[src/rtl/sram_wr_router.sv]
// Routes writes from NSRC queued sources to a residual SRAM port and a global SRAM port.
// Each source owns a small FIFO; a 2-bit route table picks the destination per source
// and each destination runs its own round-robin arbiter. Write outputs are registered.
module sram_wr_router #(
    parameter int DATA_W = 8,
    parameter int LANES  = 16,
    parameter int DEPTH  = 256,
    parameter int NSRC   = 2,
    parameter int FDEPTH = 4,
    localparam int AW    = $clog2(DEPTH),
    localparam int LW    = $clog2(LANES)
) (
    input  logic                          clk,
    input  logic                          rst_n,
    input  logic                          cfg_vld,
    input  logic [2*NSRC-1:0]             cfg_route,
    input  logic [AW+LW:0]                cfg_words,
    input  logic [NSRC-1:0]               src_vld,
    output logic [NSRC-1:0]               src_rdy,
    input  logic [NSRC-1:0]               src_byte,
    input  logic [NSRC*LANES*DATA_W-1:0]  src_data,
    input  logic [NSRC*(AW+LW)-1:0]       src_addr,
    output logic                          res_wen,
    output logic                          res_byte_flag,
    output logic [AW+LW-1:0]              res_waddr,
    output logic [LANES*DATA_W-1:0]       res_wdata,
    output logic                          glb_wen,
    output logic [AW-1:0]                 glb_waddr,
    output logic [LANES*DATA_W-1:0]       glb_wdata,
    output logic                          finish,
    output logic                          route_err
);

    localparam int WW  = LANES * DATA_W;
    localparam int AWL = AW + LW;
    localparam int EW  = WW + AWL + 1;  // {data, addr, byte}
    localparam int IW  = $clog2(FDEPTH);
    localparam int PW  = IW + 1;
    localparam int SW  = $clog2(NSRC);
    localparam int CW  = AWL + 1;

    // Round-robin pick: first requester at or after ptr, wrapping.
    function automatic logic [SW-1:0] rr_pick(input logic [NSRC-1:0] req,
                                              input logic [SW-1:0] ptr);
        logic [SW-1:0] sel;
        logic          found;
        int            idx;
        sel   = '0;
        found = 1'b0;
        for (int k = 0; k < NSRC; k++) begin
            idx = (int'(ptr) + k) % NSRC;
            if (!found && req[idx]) begin
                found = 1'b1;
                sel   = SW'(idx);
            end
        end
        return sel;
    endfunction

    function automatic logic [SW-1:0] rr_next(input logic [SW-1:0] sel);
        return (int'(sel) == NSRC - 1) ? '0 : sel + SW'(1);
    endfunction

    logic [EW-1:0]           mem_q [NSRC][FDEPTH];
    logic [NSRC-1:0][PW-1:0] wptr_q, rptr_q;
    logic                    rdy_en_q;
    logic [2*NSRC-1:0]       route_q;
    logic [CW-1:0]           words_q, cnt_q, cnt_d;
    logic [SW-1:0]           res_ptr_q, glb_ptr_q, drop_ptr_q;
    logic                    res_wen_q, res_byte_q, glb_wen_q, finish_q, route_err_q;
    logic [AWL-1:0]          res_waddr_q;
    logic [AW-1:0]           glb_waddr_q;
    logic [WW-1:0]           res_wdata_q, glb_wdata_q;

    logic [NSRC-1:0]         full, empty, push, pop;
    logic [NSRC-1:0]         res_req, glb_req, drop_req;
    logic [EW-1:0]           head [NSRC];
    logic [EW-1:0]           entry_in [NSRC];
    logic [SW-1:0]           res_sel, glb_sel, drop_sel;
    logic                    res_any, glb_any, drop_any;
    logic [EW-1:0]           res_ent, glb_ent;
    logic                    res_issue, glb_issue, glb_bad, fin;
    logic [1:0]              nwr;
    logic [CW:0]             sum;
    logic                    res_byte_d;
    logic [AWL-1:0]          res_waddr_d;
    logic [AW-1:0]           glb_waddr_d;
    logic [WW-1:0]           res_wdata_d, glb_wdata_d;

    // Ready is held low until the first cycle after reset is released.
    assign src_rdy = rdy_en_q ? ~full : '0;
    assign push    = src_vld & src_rdy;

    // FIFO status, head entries and per-destination requests.
    always_comb begin
        for (int i = 0; i < NSRC; i++) begin
            empty[i]    = (wptr_q[i] == rptr_q[i]);
            full[i]     = (wptr_q[i][IW] != rptr_q[i][IW]) &&
                          (wptr_q[i][IW-1:0] == rptr_q[i][IW-1:0]);
            head[i]     = mem_q[i][rptr_q[i][IW-1:0]];
            entry_in[i] = {src_data[i*WW +: WW], src_addr[i*AWL +: AWL], src_byte[i]};
            res_req[i]  = !empty[i] && (route_q[2*i +: 2] == 2'd1);
            glb_req[i]  = !empty[i] && (route_q[2*i +: 2] == 2'd2);
            drop_req[i] = !empty[i] && (route_q[2*i +: 2] == 2'd0 ||
                                        route_q[2*i +: 2] == 2'd3);
        end
    end

    // Arbitration, pops, write issue and the finish counter.
    always_comb begin
        res_any  = |res_req;
        glb_any  = |glb_req;
        drop_any = |drop_req;
        res_sel  = rr_pick(res_req, res_ptr_q);
        glb_sel  = rr_pick(glb_req, glb_ptr_q);
        drop_sel = rr_pick(drop_req, drop_ptr_q);
        for (int i = 0; i < NSRC; i++) begin
            pop[i] = (res_any  && res_sel  == SW'(i)) ||
                     (glb_any  && glb_sel  == SW'(i)) ||
                     (drop_any && drop_sel == SW'(i));
        end
        res_ent   = head[res_sel];
        glb_ent   = head[glb_sel];
        res_issue = res_any;
        glb_issue = glb_any && !glb_ent[0];
        glb_bad   = glb_any && glb_ent[0];

        nwr = {1'b0, res_issue} + {1'b0, glb_issue};
        sum = {1'b0, cnt_q} + {{(CW-1){1'b0}}, nwr};
        fin = (words_q != '0) && (sum >= {1'b0, words_q});
        cnt_d = fin ? CW'(sum - {1'b0, words_q}) : CW'(sum);

        res_byte_d  = 1'b0;
        res_waddr_d = '0;
        res_wdata_d = '0;
        glb_waddr_d = '0;
        glb_wdata_d = '0;
        if (res_issue) begin
            res_byte_d  = res_ent[0];
            res_waddr_d = res_ent[AWL:1];
            res_wdata_d = res_ent[0] ? WW'(res_ent[AWL+1 +: DATA_W]) : res_ent[EW-1:AWL+1];
        end
        if (glb_issue) begin
            glb_waddr_d = glb_ent[AW:1];
            glb_wdata_d = glb_ent[EW-1:AWL+1];
        end
    end

    // FIFO storage; contents need no reset since pointers define validity.
    always_ff @(posedge clk) begin
        for (int i = 0; i < NSRC; i++) begin
            if (push[i]) mem_q[i][wptr_q[i][IW-1:0]] <= entry_in[i];
        end
    end

    // Control state, counters and registered write outputs.
    always_ff @(posedge clk) begin
        if (!rst_n) begin
            rdy_en_q    <= 1'b0;
            wptr_q      <= '0;
            rptr_q      <= '0;
            route_q     <= '0;
            words_q     <= '0;
            cnt_q       <= '0;
            res_ptr_q   <= '0;
            glb_ptr_q   <= '0;
            drop_ptr_q  <= '0;
            res_wen_q   <= 1'b0;
            res_byte_q  <= 1'b0;
            res_waddr_q <= '0;
            res_wdata_q <= '0;
            glb_wen_q   <= 1'b0;
            glb_waddr_q <= '0;
            glb_wdata_q <= '0;
            finish_q    <= 1'b0;
            route_err_q <= 1'b0;
        end else begin
            rdy_en_q <= 1'b1;
            for (int i = 0; i < NSRC; i++) begin
                if (push[i]) wptr_q[i] <= wptr_q[i] + PW'(1);
                if (pop[i])  rptr_q[i] <= rptr_q[i] + PW'(1);
            end
            if (res_any)  res_ptr_q  <= rr_next(res_sel);
            if (glb_any)  glb_ptr_q  <= rr_next(glb_sel);
            if (drop_any) drop_ptr_q <= rr_next(drop_sel);
            // A config load restarts counting; writes issued this cycle are not counted.
            if (cfg_vld) begin
                route_q  <= cfg_route;
                words_q  <= cfg_words;
                cnt_q    <= '0;
                finish_q <= 1'b0;
            end else begin
                cnt_q    <= cnt_d;
                finish_q <= fin;
            end
            res_wen_q   <= res_issue;
            res_byte_q  <= res_byte_d;
            res_waddr_q <= res_waddr_d;
            res_wdata_q <= res_wdata_d;
            glb_wen_q   <= glb_issue;
            glb_waddr_q <= glb_waddr_d;
            glb_wdata_q <= glb_wdata_d;
            route_err_q <= route_err_q | glb_bad;
        end
    end

    assign res_wen       = res_wen_q;
    assign res_byte_flag = res_byte_q;
    assign res_waddr     = res_waddr_q;
    assign res_wdata     = res_wdata_q;
    assign glb_wen       = glb_wen_q;
    assign glb_waddr     = glb_waddr_q;
    assign glb_wdata     = glb_wdata_q;
    assign finish        = finish_q;
    assign route_err     = route_err_q;

endmodule
[config.mk]
export PLATFORM = sky130hd
export DESIGN_NAME = sram_wr_router
export DESIGN_NICKNAME = d
export VERILOG_FILES = /design/src/rtl/sram_wr_router.sv
export SDC_FILE = /design/constraint.sdc
export NUM_CORES = 1
export LEC_CHECK = 0
export ABC_AREA = 1
export BUFFER_PORTS_ARGS = -buffer_cell sky130_fd_sc_hd__clkbuf_2
export CAP_MARGIN = 15
export CORE_ASPECT_RATIO = 0.5
export CORE_MARGIN = 5
export CORE_UTILIZATION = 58
export CTS_CLUSTER_DIAMETER = 120
export DETAILED_ROUTE_END_ITERATION = 7
export PLACE_DENSITY = 0.79
export SYNTH_ARGS = -nofsm -noshare
export SYNTH_HDL_FRONTEND = slang
export SYNTH_SLANG_ARGS = --single-unit
export TNS_END_PERCENT = 1
[constraint.sdc]
create_clock -name clk -period 9.3 [get_ports clk]
set_input_delay 1.395 -clock clk [delete_from_list [all_inputs] [get_ports clk]]
set_output_delay 1.395 -clock clk [all_outputs]
set_load 0.1 [all_outputs]
==> reports/results.ini <==
[outcome]
outcome=finished, final reports clean

[timing]
slew-limit-headroom_pct=14.89
rsz0062_at_grt=false
period_share_pct=69.17
fin_setup_tns_ns=0
final.min_clock_period_ns=6.433
slew_violations=0
fmax_ghz=0.1555
hold_violations=0
worst_pin_slew_ns=1.277
finalClockSkew_ns=0.05005
setup_viol=0

[yosys]
synth_most_common_cell=edfxtp_1
syn_area_per_cell_sq_um=11.89
synthTopCellsByArea=edfxtp_1 (61%), dfxtp_1 (12%), o21ai_0 (5.6%), nor2_1 (5.3%), nand2_1 (4.9%)
yosysWarningCount=0
yosysUniqueCellTypes=39
syn-cell-area_sq_um=55460
ys.flop_type=edfxtp_1
async_flop_share_pct=0
yosys.area.top_type_share_pct=61.08
yosysTopAreaCell=edfxtp_1
yosys-top-cells-count=edfxtp_1 (1,128), nor2_1 (786), nand2_1 (728)
synth_cells=4663
synth_seq_cells=1455
synth-seq-area-share_pct=72.88
synth_fp_nets=4997
synth_edf_count=1128

[clock_network]
cts.sinks=1455
post-cts-setup-buffers=0
ctsHoldBuffers=0
cts_tree=done
clk_pin_slew_worst_paths_ns=0.07
cts_buffer_depth=3
cts_resized=0
numCtsBuffers=116
root_buffer=clkbuf_16
clk_latency_ns=0.75
htree_levels=3

[grt]
grt_use_met2_pct=48.23
grt_max_degree=170
gr-total-overflow=0
global_route.usage.met1_pct=34.53
grt_pass1_vias=38124
grt_util_met3_pct=4.902
antenna_found_initial=80
grt_pass1_wl_um=225000
grt.busiest_layer=met2
grt.total_usage_pct=28.99

[power_and_ir_drop]
p_switching_w=0.006727
pwr-share-comb_pct=30.5
power.leakage_nw=24.11
vdd_drop_max_mv=0.1876
swShare_pct=36.92
powerDensity_nw_per_um2=288.3
p_int_w=0.01149
power_frac_seq_pct=41.3
clock_power_share_pct=28.2

[worst_setup_path]
critPathBufInv=6
worstSetupPathType=reg -> reg
cpMaxStageDelayCell=dfxtp_4
crit_path_frequent_cell=nand2_1
cp_data_arrival_time_ns=7.07
critPathMaxFanout=74
critPathLaunchType=flip-flop
critPathTopFamily=simple AND/OR/NAND/NOR gates
max_stage_delay_ns=0.84
end_kind=flip-flop
required_ns=9.93

[final_layout]
syn_to_final_growth_pct=13.97
fin_area_sq_um=63210
nNetsFinal=5453
layout-drive-gt1-share_pct=18.69

[floorplanning]
ios=587
dieWidth_um=447.3
die-area_sq_um=102300
num_rows=80
initial_core_util_pct=58.32
dieHeight_um=228.7
core_area_sq_um=95090

[detailed_routing]
drt_iter0_markers=4268
vias=38677
avgRoutedWirePerCell_um=23.24
firstDrtPassIters=6
viasPerCell=5.888
detail_route.drc_violations=0
ant_nets=0
wirelength_um=152600

[place]
place_area_sq_um=59030
hpwlAfterDp_um=89360
port-buffer-count=586
routabilityCongestion=0.8579

[flow_run]
cap_violations=0

[hold_path]
hp-class=reg -> reg

[path summary, 6_finish.rpt]
check                    startpoint                   end  slack, ns  cells past startpoint
max reg2reg  rptr_q[4]$_SDFFE_PN0P_  cnt_q[11]$_SDFF_PP0_       2.87                     33
min            route_err$_SDFF_PN0_  route_err$_SDFF_PN0_       0.45                      2
min reg2reg    route_err$_SDFF_PN0_  route_err$_SDFF_PN0_       0.45                      2
max          rptr_q[4]$_SDFFE_PN0P_  cnt_q[11]$_SDFF_PP0_       2.87                     33
[per-layer routing]
metal | wire, um | part of all wire (%)
met3 | 12430 | 8.1
met2 | 76350 | 50
met1 | 52990 | 35
met4 | 10730 | 7.0
met5 | 131 | 0.086
[power by group through the flow]
| stage | clock (W) | combinational [W] | sequential, W |
|---|---|---|---|
| 5_1_grt | 0.00547 | 0.00604 | 0.00754 |
| 2_1_floorplan | 0 | 0.00337 | 0.00840 |
| 3_3_place_gp | 0 | 0.00526 | 0.00765 |
| 6_report | 0.00514 | 0.00555 | 0.00753 |
| 4_1_cts | 0.00516 | 0.00550 | 0.00752 |
| 3_5_place_dp | 0 | 0.00544 | 0.00766 |
[through the flow]
step           hold WS, ns  instances  utilization (%)  total power [W]  setup WS (ns)
6_report            0.4540       6569            66.47          0.01822          2.867
3_3_place_gp        0.4410       6272            62.08          0.01290          3.080
2_1_floorplan       0.4433       4663                -          0.01176         0.9644
5_1_grt             0.4776       6564            66.46          0.01905          2.312
4_1_cts             0.4526       6494            66.27          0.01817          2.941
3_5_place_dp        0.4430       6272            62.08          0.01310          2.996
[layout make-up]
type | count | area [sq um]
Clock buffer | 179 | 3452
Tap cell | 1271 | 1590
Clock inverter | 43 | 533.0
Fill cell | 6692 | 31890
Sequential cell | 1455 | 40430
Multi-Input combinational cell | 2690 | 12820
Timing Repair Buffer | 626 | 3296
Antenna cell | 75 | 187.7
Inverter | 230 | 890.9
[kinds of logic (layout without fill, tap and decap cells)]
kind of cell	after synthesis	in the layout	share of synthesized area [%]
buffers and inverters	518	1078	4.174
XOR/XNOR	20	20	0.3700
flip-flops	1455	1455	72.88
AO/OA/AOI/OAI	1092	1092	11.24
adder cells (fa/ha/maj)	30	30	0.7039
AND/OR/NAND/NOR	1548	1548	10.63
other	0	75	0
[registers in the layout, summed over array words and instances, names as in the netlist, 8 cells and up]
register / cells
glb_wdata: 128
res_waddr: 12
mem_q: 1128
words_q: 13
res_wdata: 128
glb_waddr: 8
cnt_q: 13
[worst min-delay path, delay by kind of cell (launching register included)]
kind,cells,cell delay (ns)
AO/OA/AOI/OAI,1,0.05
buffers and inverters,1,0.05
flip-flops,1,0.31
[placed cells by master, fill, tap and decap left out, drive strengths merged]
| cell type | n |
|---|---|
| edfxtp | 1128 |
| nor2 | 787 |
| clkbuf | 765 |
| nand2 | 734 |
| o21ai | 628 |
| dfxtp | 327 |
| o22ai | 278 |
| inv | 233 |
| a21oi | 169 |
| diode | 75 |
| buf | 40 |
| ha | 28 |
| clkinv | 28 |
| nand3 | 15 |
| xor2 | 11 |
| bufinv | 10 |
| xnor2 | 9 |
| o21bai | 6 |
| nand4 | 6 |
| a31oi | 4 |
| a21o | 3 |
| nor4 | 3 |
| nand3b | 3 |
| a211oi | 2 |
| fa | 2 |
| clkinvlp | 2 |
| a31o | 1 |
| a21boi | 1 |
Power figures use the tool's default switching activity.
